$ cat config.mk
export PLATFORM = sky130hd
export DESIGN_NAME = window_scan_ctrl_flat
export DESIGN_NICKNAME = d
export VERILOG_FILES = /design/src/rtl/window_scan_ctrl_if.sv /design/src/rtl/window_scan_ctrl.sv /design/src/flat_wrapper.sv
export SDC_FILE = /design/constraint.sdc
export NUM_CORES = 1
export LEC_CHECK = 0
export CAP_MARGIN = 20
export CORE_UTILIZATION = 50
export DETAILED_ROUTE_END_ITERATION = 8
export PLACE_DENSITY = 0.88
export SLEW_MARGIN = 25
export SYNTH_ARGS = -nofsm -noshare
export SYNTH_HDL_FRONTEND = slang
export SYNTH_SLANG_ARGS = --single-unit
$ cat constraint.sdc
create_clock -name clk -period 6.8 [get_ports clk]
set_clock_uncertainty 0.1 [all_clocks]
set_input_delay 1.36 -clock clk [delete_from_list [all_inputs] [get_ports clk]]
set_output_delay 1.36 -clock clk [all_outputs]
set_load 0.01 [all_outputs]
$ cat src/rtl/window_scan_ctrl_if.sv
// Handshake, configuration and coordinate bundle between the scan controller
// and its start/done master; the controller attaches through the slave modport.
interface window_scan_ctrl_if #(
    parameter int ADDR_W   = 8,
    parameter int KSIZE_W  = 3,
    parameter int STRIDE_W = 3
);
    logic                  start;
    logic                  stall;
    logic [ADDR_W-1:0]     img_width;
    logic [ADDR_W-1:0]     img_height;
    logic [KSIZE_W-1:0]    k_size;
    logic [STRIDE_W-1:0]   stride;

    logic                  busy;
    logic                  win_valid;
    logic [ADDR_W-1:0]     win_row;
    logic [ADDR_W-1:0]     win_col;
    logic [KSIZE_W-1:0]    k_row;
    logic [KSIZE_W-1:0]    k_col;
    logic [2*ADDR_W-1:0]   addr;
    logic                  last;
    logic                  done;

    modport master (
        output start, stall, img_width, img_height, k_size, stride,
        input  busy, win_valid, win_row, win_col, k_row, k_col, addr, last, done
    );

    modport slave (
        input  start, stall, img_width, img_height, k_size, stride,
        output busy, win_valid, win_row, win_col, k_row, k_col, addr, last, done
    );
endinterface

$ cat src/rtl/window_scan_ctrl.sv
// Sliding-window scan controller: four nested wrap-around counters emit one
// kernel-element coordinate per non-stalled cycle. Define WIN_SCAN_ADDR_EN to
// also generate the registered flat buffer address (otherwise addr is tied to 0).
module window_scan_ctrl #(
    parameter int ADDR_W   = 8,
    parameter int KSIZE_W  = 3,
    parameter int STRIDE_W = 3
) (
    input  logic               clk,
    input  logic               rst,
    window_scan_ctrl_if.slave  bus
);
    localparam int AW2 = 2 * ADDR_W;
    localparam int CW  = ADDR_W + 2;

    typedef enum logic [1:0] {IDLE, SCAN, DONE} state_t;

    state_t               state_q, state_d;
    logic [ADDR_W-1:0]    width_q, width_d;
    logic [ADDR_W-1:0]    height_q, height_d;
    logic [KSIZE_W-1:0]   ksize_q, ksize_d;
    logic [STRIDE_W-1:0]  stride_q, stride_d;
    logic [ADDR_W-1:0]    win_row_q, win_row_d;
    logic [ADDR_W-1:0]    win_col_q, win_col_d;
    logic [KSIZE_W-1:0]   k_row_q, k_row_d;
    logic [KSIZE_W-1:0]   k_col_q, k_col_d;
    logic                 busy_q, busy_d;
    logic                 last_q, last_d;
    logic                 done_q, done_d;

    logic [KSIZE_W-1:0]   k_in;
    logic [STRIDE_W-1:0]  s_in;
    logic [KSIZE_W-1:0]   k_max_q;
    logic [CW-1:0]        col_span_q;
    logic                 col_wrap_q;
    logic [CW-1:0]        col_span_d;
    logic [CW-1:0]        row_span_d;
    logic [KSIZE_W-1:0]   k_max_d;

    assign k_in       = (bus.k_size == '0) ? KSIZE_W'(1) : bus.k_size;
    assign s_in       = (bus.stride == '0) ? STRIDE_W'(1) : bus.stride;
    assign k_max_q    = ksize_q - KSIZE_W'(1);
    assign col_span_q = CW'(win_col_q) + CW'(stride_q) + CW'(ksize_q);
    assign col_wrap_q = col_span_q > CW'(width_q);

    always_comb begin
        state_d   = state_q;
        width_d   = width_q;
        height_d  = height_q;
        ksize_d   = ksize_q;
        stride_d  = stride_q;
        win_row_d = win_row_q;
        win_col_d = win_col_q;
        k_row_d   = k_row_q;
        k_col_d   = k_col_q;
        done_d    = 1'b0;

        unique case (state_q)
            IDLE: begin
                if (bus.start && !bus.stall) begin
                    width_d   = bus.img_width;
                    height_d  = bus.img_height;
                    ksize_d   = k_in;
                    stride_d  = s_in;
                    win_row_d = '0;
                    win_col_d = '0;
                    k_row_d   = '0;
                    k_col_d   = '0;
                    // A kernel larger than the image fits no window at all.
                    if (CW'(k_in) > CW'(bus.img_width) || CW'(k_in) > CW'(bus.img_height)) begin
                        state_d = DONE;
                        done_d  = 1'b1;
                    end else begin
                        state_d = SCAN;
                    end
                end
            end
            SCAN: begin
                if (!bus.stall) begin
                    if (last_q) begin
                        state_d   = DONE;
                        done_d    = 1'b1;
                        win_row_d = '0;
                        win_col_d = '0;
                        k_row_d   = '0;
                        k_col_d   = '0;
                    end else if (k_col_q != k_max_q) begin
                        k_col_d = k_col_q + KSIZE_W'(1);
                    end else begin
                        k_col_d = '0;
                        if (k_row_q != k_max_q) begin
                            k_row_d = k_row_q + KSIZE_W'(1);
                        end else begin
                            k_row_d = '0;
                            if (col_wrap_q) begin
                                win_col_d = '0;
                                win_row_d = win_row_q + ADDR_W'(stride_q);
                            end else begin
                                win_col_d = win_col_q + ADDR_W'(stride_q);
                            end
                        end
                    end
                end
            end
            DONE: begin
                state_d = IDLE;
            end
            default: begin
                state_d = IDLE;
            end
        endcase

        // Flag the final element one cycle ahead so last is registered with it.
        busy_d     = (state_d == SCAN);
        k_max_d    = ksize_d - KSIZE_W'(1);
        col_span_d = CW'(win_col_d) + CW'(stride_d) + CW'(ksize_d);
        row_span_d = CW'(win_row_d) + CW'(stride_d) + CW'(ksize_d);
        last_d     = busy_d && (k_col_d == k_max_d) && (k_row_d == k_max_d)
                     && (col_span_d > CW'(width_d)) && (row_span_d > CW'(height_d));
    end

    always_ff @(posedge clk or negedge rst) begin
        if (!rst) begin
            state_q   <= IDLE;
            width_q   <= '0;
            height_q  <= '0;
            ksize_q   <= KSIZE_W'(1);
            stride_q  <= STRIDE_W'(1);
            win_row_q <= '0;
            win_col_q <= '0;
            k_row_q   <= '0;
            k_col_q   <= '0;
            busy_q    <= 1'b0;
            last_q    <= 1'b0;
            done_q    <= 1'b0;
        end else begin
            state_q   <= state_d;
            width_q   <= width_d;
            height_q  <= height_d;
            ksize_q   <= ksize_d;
            stride_q  <= stride_d;
            win_row_q <= win_row_d;
            win_col_q <= win_col_d;
            k_row_q   <= k_row_d;
            k_col_q   <= k_col_d;
            busy_q    <= busy_d;
            last_q    <= last_d;
            done_q    <= done_d;
        end
    end

`ifdef WIN_SCAN_ADDR_EN
    logic [AW2-1:0] addr_q, addr_d;
    logic [AW2-1:0] row_base_d;

    always_comb begin
        row_base_d = AW2'(win_row_d) + AW2'(k_row_d);
        addr_d     = '0;
        if (busy_d) begin
            addr_d = row_base_d * AW2'(width_d) + AW2'(win_col_d) + AW2'(k_col_d);
        end
    end

    always_ff @(posedge clk or negedge rst) begin
        if (!rst) begin
            addr_q <= '0;
        end else begin
            addr_q <= addr_d;
        end
    end

    assign bus.addr = addr_q;
`else
    assign bus.addr = '0;
`endif

    // The registered element is withdrawn while the datapath is frozen; it is
    // presented again once stall drops, so nothing is lost or duplicated.
    assign bus.busy      = busy_q;
    assign bus.win_valid = busy_q & ~bus.stall;
    assign bus.last      = last_q & ~bus.stall;
    assign bus.done      = done_q;
    assign bus.win_row   = win_row_q;
    assign bus.win_col   = win_col_q;
    assign bus.k_row     = k_row_q;
    assign bus.k_col     = k_col_q;
endmodule

$ cat src/flat_wrapper.sv
// flat-port wrapper written by rule: the top's interface ports become plain ports
module window_scan_ctrl_flat 
#(
    parameter int ADDR_W   = 8,
    parameter int KSIZE_W  = 3,
    parameter int STRIDE_W = 3
)
  (clk, rst, bus_start, bus_stall, bus_img_width, bus_img_height, bus_k_size, bus_stride, bus_busy, bus_win_valid, bus_win_row, bus_win_col, bus_k_row, bus_k_col, bus_addr, bus_last, bus_done);
  window_scan_ctrl_if #(.ADDR_W(ADDR_W), .KSIZE_W(KSIZE_W), .STRIDE_W(STRIDE_W)) bus_i ();
  input  logic clk;
  input  logic rst;
  input wire logic [$bits(bus_i.start)-1:0] bus_start;
  input wire logic [$bits(bus_i.stall)-1:0] bus_stall;
  input wire logic [$bits(bus_i.img_width)-1:0] bus_img_width;
  input wire logic [$bits(bus_i.img_height)-1:0] bus_img_height;
  input wire logic [$bits(bus_i.k_size)-1:0] bus_k_size;
  input wire logic [$bits(bus_i.stride)-1:0] bus_stride;
  output wire logic [$bits(bus_i.busy)-1:0] bus_busy;
  output wire logic [$bits(bus_i.win_valid)-1:0] bus_win_valid;
  output wire logic [$bits(bus_i.win_row)-1:0] bus_win_row;
  output wire logic [$bits(bus_i.win_col)-1:0] bus_win_col;
  output wire logic [$bits(bus_i.k_row)-1:0] bus_k_row;
  output wire logic [$bits(bus_i.k_col)-1:0] bus_k_col;
  output wire logic [$bits(bus_i.addr)-1:0] bus_addr;
  output wire logic [$bits(bus_i.last)-1:0] bus_last;
  output wire logic [$bits(bus_i.done)-1:0] bus_done;
  assign bus_i.start = bus_start;
  assign bus_i.stall = bus_stall;
  assign bus_i.img_width = bus_img_width;
  assign bus_i.img_height = bus_img_height;
  assign bus_i.k_size = bus_k_size;
  assign bus_i.stride = bus_stride;
  assign bus_busy = bus_i.busy;
  assign bus_win_valid = bus_i.win_valid;
  assign bus_win_row = bus_i.win_row;
  assign bus_win_col = bus_i.win_col;
  assign bus_k_row = bus_i.k_row;
  assign bus_k_col = bus_i.k_col;
  assign bus_addr = bus_i.addr;
  assign bus_last = bus_i.last;
  assign bus_done = bus_i.done;
  window_scan_ctrl #(.ADDR_W(ADDR_W), .KSIZE_W(KSIZE_W), .STRIDE_W(STRIDE_W)) u_core (.clk(clk), .rst(rst), .bus(bus_i));
endmodule
==> results of run 1 <==
## final timing paths
kind | start | to | slack (ps) | cells past startpoint
worst max-delay path | u_core.stride_q[0] | u_core.last_q | -530 | 37
worst min-delay path | u_core.height_q[5] | u_core.height_q[5] | 400 | 2
max in group asynchronous | rst | u_core.bus.win_col[6] | 5110 | 2
worst min register to register | u_core.height_q[5] | u_core.height_q[5] | 400 | 2
min in group asynchronous | rst | u_core.bus.busy | 1030 | 2
worst max register to register | u_core.stride_q[0] | u_core.last_q | -530 | 37
## synth_stat cells (2+ instances only)
| cell | number | area share, % |
|---|---|---|
| a22o_1 | 6 | 1.1 |
| buf_4 | 16 | 2.6 |
| fa_1 | 7 | 3.0 |
| dfrtp_1 | 47 | 26 |
| a21o_1 | 15 | 2.4 |
| a21oi_1 | 29 | 3.2 |
| o22ai_1 | 3 | 0.41 |
| mux2i_1 | 12 | 2.6 |
| nand3_1 | 12 | 1.3 |
| o31ai_1 | 3 | 0.49 |
| dfstp_2 | 2 | 1.1 |
| clkbuf_1 | 11 | 0.90 |
| inv_1 | 58 | 4.7 |
| a32o_1 | 2 | 0.44 |
| xor2_1 | 13 | 2.5 |
| or2_1 | 3 | 0.41 |
| xnor2_1 | 24 | 4.6 |
| a31oi_1 | 5 | 0.68 |
| nand4_1 | 7 | 0.95 |
| nor4_1 | 4 | 0.54 |
| nand3b_1 | 3 | 0.49 |
| or3_1 | 6 | 0.82 |
| o21ai_1 | 4 | 0.44 |
| or4_1 | 3 | 0.49 |
| and4_1 | 4 | 0.76 |
| a211oi_1 | 3 | 0.49 |
| nor4b_1 | 2 | 0.38 |
| nor2b_1 | 9 | 1.2 |
| ha_1 | 56 | 15 |
| o21a_1 | 10 | 1.6 |
| mux2_2 | 6 | 1.5 |
| nor3_1 | 10 | 1.1 |
| a31oi_2 | 2 | 0.54 |
| nand2_1 | 28 | 2.3 |
| o21ai_0 | 22 | 2.4 |
| or2_2 | 2 | 0.27 |
| nand2b_1 | 7 | 0.95 |
| nor2_1 | 27 | 2.2 |
## what timing repair did
action,4_1_cts,5_1_grt
setup endpoints to repair,1,1
gates resized for setup,12,7
buffers inserted,2,1
hold endpoints to repair,0,0
pin swaps,15,4
gates cloned,0,0
## layout make-up
| cell class | instances | area share, % |
|---|---|---|
| Multi-Input combinational cell | 393 | 55.2 |
| Clock inverter | 3 | 0.453 |
| Tap cell | 108 | 2.33 |
| Inverter | 58 | 3.76 |
| Timing Repair Buffer | 106 | 15.9 |
| Sequential cell | 49 | 21.2 |
| Clock buffer | 5 | 1.19 |
## power breakdown
part / switching, W / leakage, nW / internal [W] / total [W]
Clock: 0.000114 / 0.0487 / 0.0000753 / 0.000189
Sequential: 0.0000759 / 0.619 / 0.000390 / 0.000466
Combinational: 0.00124 / 2.11 / 0.00121 / 0.00245
Total: 0.00143 / 2.78 / 0.00168 / 0.00311
## worst min-delay path, cell delays in order, from the launching register on
cell	delay [ps]
dfrtp_1	340
mux2i_1	80
inv_1	50
## metal layers
metal,track usage [%],share of wire (%),vias to the layer above
li1,-,-,1973
met1,32.4,40,2052
met2,48.8,51,185
met3,2.72,5.5,41
met4,13.3,3.9,0
met5,0,0,-
## kinds of logic (layout without fill, tap and decap cells)
group | count (synthesis) | in the layout | synth area share (%)
AO/OA/AOI/OAI | 119 | 119 | 17.8
XOR/XNOR | 38 | 38 | 7.54
adder cells (fa/ha/maj) | 64 | 64 | 18.5
flip-flops | 49 | 49 | 26.7
other | 1 | 16 | 0.0815
buffers and inverters | 86 | 172 | 8.32
multiplexers | 19 | 19 | 4.38
AND/OR/NAND/NOR | 137 | 137 | 16.6
## sequential cells by signal (all words and copies together) (netlist names)
signal and cells:
u_core.bus.busy 1, u_core.bus.done 1, u_core.bus.k_col 3, u_core.bus.k_row 3
u_core.bus.win_col 8, u_core.bus.win_row 8, u_core.height_q 8, u_core.ksize_q 3
u_core.last_q 1, u_core.state_q 2, u_core.stride_q 3, u_core.width_q 8
## metrics by stage
stage / worst slack, ps / area [um^2]
floorplan: -173 / 4730
global placement: -304 / 5590
CTS: -403 / 5750
detailed placement: -643 / 5590
global route: -760 / 5800
finish: -529 / 5800
## layout by cell type, fill, tap and decap left out, drive strengths merged, types with 5 or more instances in the layout
master and n:
a21o 15, a21oi 29, a22o 6, a31oi 7, buf 56, clkbuf 5, clkdlybuf4s50 50, conb 16
dfrtp 47, fa 7, ha 56, inv 59, mux2 6, mux2i 13, nand2 28, nand2b 7
nand3 13, nand4 7, nor2 27, nor2b 9, nor3 10, o21a 10, o21ai 26, or2 5
or3 7, xnor2 24, xor2 13
==> metrics.txt, run 1 <==
outcome=finished with violations; failing checks=DRC, setup timing; number of antenna diodes=0; row cnt=34; IO Count=68; Pwr Total=0.00311 W; fill count=662; DR WL/cell=18.0 um; Via density=5.89; core area=8810 um^2; initial antenna violation count=0; Vias=4251; # hold bufs at CTS=0; drt pass-1 iters=7; fin util=65.8%; max-slew violation count=0; most used cell, CP=o21a_1; Initial DRC Count=233; Starting Density=52.2%; Congestion Overflow GR=0; Hold Slack=404 ps; Clock Pin Slew Worst Setup and Hold Paths=100 ps; syn avg cell area=8.97 um^2; TritonCTS buffer count=5; Crit path largest cell delay=560 ps; Yosys reg bits=49; Final Hold Fails=0; Worst path top cell family by delay=compound AO/OA/AOI/OAI gates; Cells after DPL=711; port bufs=51; CTS HTree Levels=2; DRT Wirelength=13000 um; Crit. End Element=flip-flop; Tmin final=7330 ps; Syn-to-layout area delta=26.0%; drt drc=7; Worst Path Required=6890 ps; setup repair after global routing missed its margin=yes; setup_tns=-529 ps; Die H=97.9 um; slowest cell on the critical path=dfstp_2; CTS tree=yes; footprint of the multi-input gates=3200 um^2; Tot GR Track Use=27.2%; non-filler cells in the finished layout=722; vias in the first global route=4341; worst-margin pin slew=831 ps; crit-path max FO=6; Synth Flop Type=dfrtp_1; Worst Setup Slack, final=-529 ps; register area=1230 um^2; Worst-Skew Late Latency=320 ps; EDFF count, synth=0; Hold Path Class=flip-flop to flip-flop; crit path DAT=7420 ps; Critical Path Start Type=flip-flop; layout cells sized above 1=18.1%; clock buffer depth=2; FMAX=136 MHz; Pwr Density=536 nW/um^2; post-DP HPWL=10200 um; Routability Congestion=0.901; Unique masters post-synth=68; Worst Path Buf+Inv=6; slew margin rel.=44.0%; Max-Cap Viols=0; Die ar.=9590 um^2; ys async rst share=100%; post-synth design cell area=4600 um^2; root buffer selected by CTS=clkbuf_8; antenna-violating nets left=0; CTS Sinks=49; post-synthesis cell count=513; Yosys Warn Count=0; peak supply drop=246 uV; first-pass GRT wire length=20700 um; Net count, final=702; sequential-to-total area share from yosys stat=26.7%; setup violators final=1; die span in x=97.9 um; post-route clock period utilization=108%; WS Path Type=flip-flop to flip-flop; largest net degree at the start of global routing=50; leakage=2.78 nW
No activity file was read; power rests on OpenSTA's default activity.
==> run 2: changes to the inputs <==
--- a/config.mk
+++ b/config.mk
@@ -9,6 +9,7 @@
 export CORE_UTILIZATION = 50
 export DETAILED_ROUTE_END_ITERATION = 8
 export PLACE_DENSITY = 0.88
+export SKIP_CTS_REPAIR_TIMING = 1
 export SLEW_MARGIN = 25
 export SYNTH_ARGS = -nofsm -noshare
 export SYNTH_HDL_FRONTEND = slang
==> run 2 against run 1 <==
  * The flow still finishes with violations (DRC, setup timing)
  * Total power increased by 0.62%
  * Sequential cell count unchanged
  * First-iteration DRC count increased by 3.9%
  * Register-to-register slack about the same
  * Maximum frequency about the same
  * Non-clock buffer count increased by 2
  * Critical path depth unchanged
  * Global-route usage decreased by 0.52 points
  * Sequential power about the same
==> metrics.txt, run 2 (synthesis gave the netlist of run 1 again) <==
outcome=finished with violations (unchanged); failing checks=DRC, setup timing (unchanged); Tmin final=7330 ps (about the same); FMAX=137 MHz (was 136 MHz); slew margin rel.=42.4% (was 44.0%); CTS Sinks=49 (unchanged); DR WL/cell=18.0 um (about the same); Worst Path Buf+Inv=5 (was 6); fill count=668 (was 662); max-slew violation count=0 (unchanged); die span in x=97.9 um (unchanged); DRT Wirelength=13000 um (about the same); peak supply drop=243 uV (was 246 uV); leakage=2.79 nW (was 2.78 nW); Routability Congestion=0.901 (unchanged); clock buffer depth=2 (unchanged); Hold Crit Depth=2 (unchanged); Critical Path Start Type=flip-flop (unchanged); Crit path largest cell delay=560 ps (about the same); Die H=97.9 um (unchanged); crit-path max FO=3 (was 6); Post-Place Worst Slack=-643 ps (unchanged); CTS tree=yes (unchanged); Die ar.=9590 um^2 (unchanged); largest net degree at the start of global routing=50 (unchanged); Crit. End Element=flip-flop (unchanged); worst-margin pin slew=855 ps (was 831 ps); row cnt=34 (unchanged); crit path DAT=7410 ps (was 7420 ps); R2R cell count=37 (unchanged); Initial DRC Count=242 (was 233); Hold Slack=404 ps (about the same); slowest cell on the critical path=dfstp_2 (unchanged); setup violators final=1 (unchanged); Via density=5.96 (was 5.89); WS Path Type=flip-flop to flip-flop (unchanged); Pwr Total=0.00313 W (was 0.00311 W); post-DP HPWL=10200 um (unchanged); vias in the first global route=4314 (was 4341); drt drc=7 (unchanged); IO Count=68 (unchanged); post-route clock period utilization=108% (about the same); Pwr Density=539 nW/um^2 (was 536 nW/um^2); Vias=4314 (was 4251); core area=8810 um^2 (unchanged); root buffer selected by CTS=clkbuf_8 (unchanged); setup repair after global routing missed its margin=yes (unchanged); Worst path top cell family by delay=compound AO/OA/AOI/OAI gates (unchanged); Syn-to-layout area delta=26.2% (was 26.0%); Final Hold Fails=0 (unchanged); setup_tns=-526 ps (was -529 ps); CTS HTree Levels=2 (unchanged); Clock Pin Slew Worst Setup and Hold Paths=100 ps (about the same); Crit path depth=37 (unchanged); most common cell after layout, fill and taps aside=buf_4 (was inv_1); Worst-Skew Late Latency=320 ps (about the same); Net count, final=704 (was 702); TritonCTS buffer count=5 (unchanged); Cells after DPL=711 (unchanged); non-filler cells in the finished layout=724 (was 722); Starting Density=52.2% (unchanged); Congestion Overflow GR=0 (unchanged); first-pass GRT wire length=20400 um (was 20700 um); footprint of the multi-input gates=3190 um^2 (was 3200 um^2); Max-Cap Viols=0 (unchanged); drt pass-1 iters=9 (was 7); Hold Path Class=flip-flop to flip-flop (unchanged); most used cell, CP=o21a_1 (unchanged); Worst Setup Slack, final=-526 ps (was -529 ps); initial antenna violation count=0 (unchanged); number of antenna diodes=0 (unchanged); register area=1230 um^2 (unchanged); antenna-violating nets left=0 (unchanged); Worst Path Required=6890 ps (about the same); port bufs=51 (unchanged); Tot GR Track Use=26.7% (was 27.2%); layout cells sized above 1=18.7% (was 18.1%); commonest non-fill, non-tap cells in the layout=buf_4 (56), inv_1 (55), ha_1 (52) (was inv_1 (55), buf_4 (54), ha_1 (52))
-- run 2: cell count changes in the layout (fill, tap and decap cells not counted), sizes merged --
cell,before,now
buf,56,58
-- run 2: final cells by class --
type	instances	share of cell area, %
Multi-Input combinational cell	393	55.0
Clock buffer	5	1.19
Sequential cell	49	21.2
Clock inverter	3	0.453
Tap cell	108	2.33
Timing Repair Buffer	108	16.1
Inverter	58	3.75
-- run 2: worst register-to-register path, delay by kind of cell, from the launching register on --
family                     cells  cell delay, ps
xor gates and xnor gates       3             440
AOI/OAI and AO/OA             18            2810
and+or+nand+nor                3             440
buffers and inverters          5             260
DFF                            1             560
adders and majority gates      8            2570
-- run 2: final timing paths --
check / from / to / slack [ps]
max in group asynchronous: rst / u_core.bus.win_col[6] / 5120
min in group asynchronous: rst / u_core.bus.busy / 1020
worst min-delay path: u_core.height_q[5] / u_core.height_q[5] / 400
worst max register to register: u_core.stride_q[0] / u_core.last_q / -530
worst max-delay path: u_core.stride_q[0] / u_core.last_q / -530
worst min register to register: u_core.height_q[5] / u_core.height_q[5] / 400
-- run 2: where the power goes --
part | leakage [nW] | internal [W] | total [W] | switching, W
Clock | 0.0487 | 0.0000754 | 0.000189 | 0.000114
Combinational | 2.12 | 0.00122 | 0.00247 | 0.00125
Sequential | 0.619 | 0.000390 | 0.000467 | 0.0000763
Total | 2.79 | 0.00169 | 0.00313 | 0.00144
-- run 2: per-layer routing --
metal,global-route usage [%],wire length [um],up-vias
met4,14.5,513,0
met2,47.3,6560,198
met3,2.65,845,49
li1,-,-,1979
met5,0,0,-
met1,31.7,5120,2088
-- run 2: per-stage QoR --
stage / cell area, um^2 / utilization [%]
6_report: 5810 / 65.9
5_1_grt: 5810 / 65.9
4_1_cts: 5690 / 64.6
3_5_place_dp: 5590 / 63.5
3_3_place_gp: 5590 / 63.5
2_1_floorplan: 4730 / -
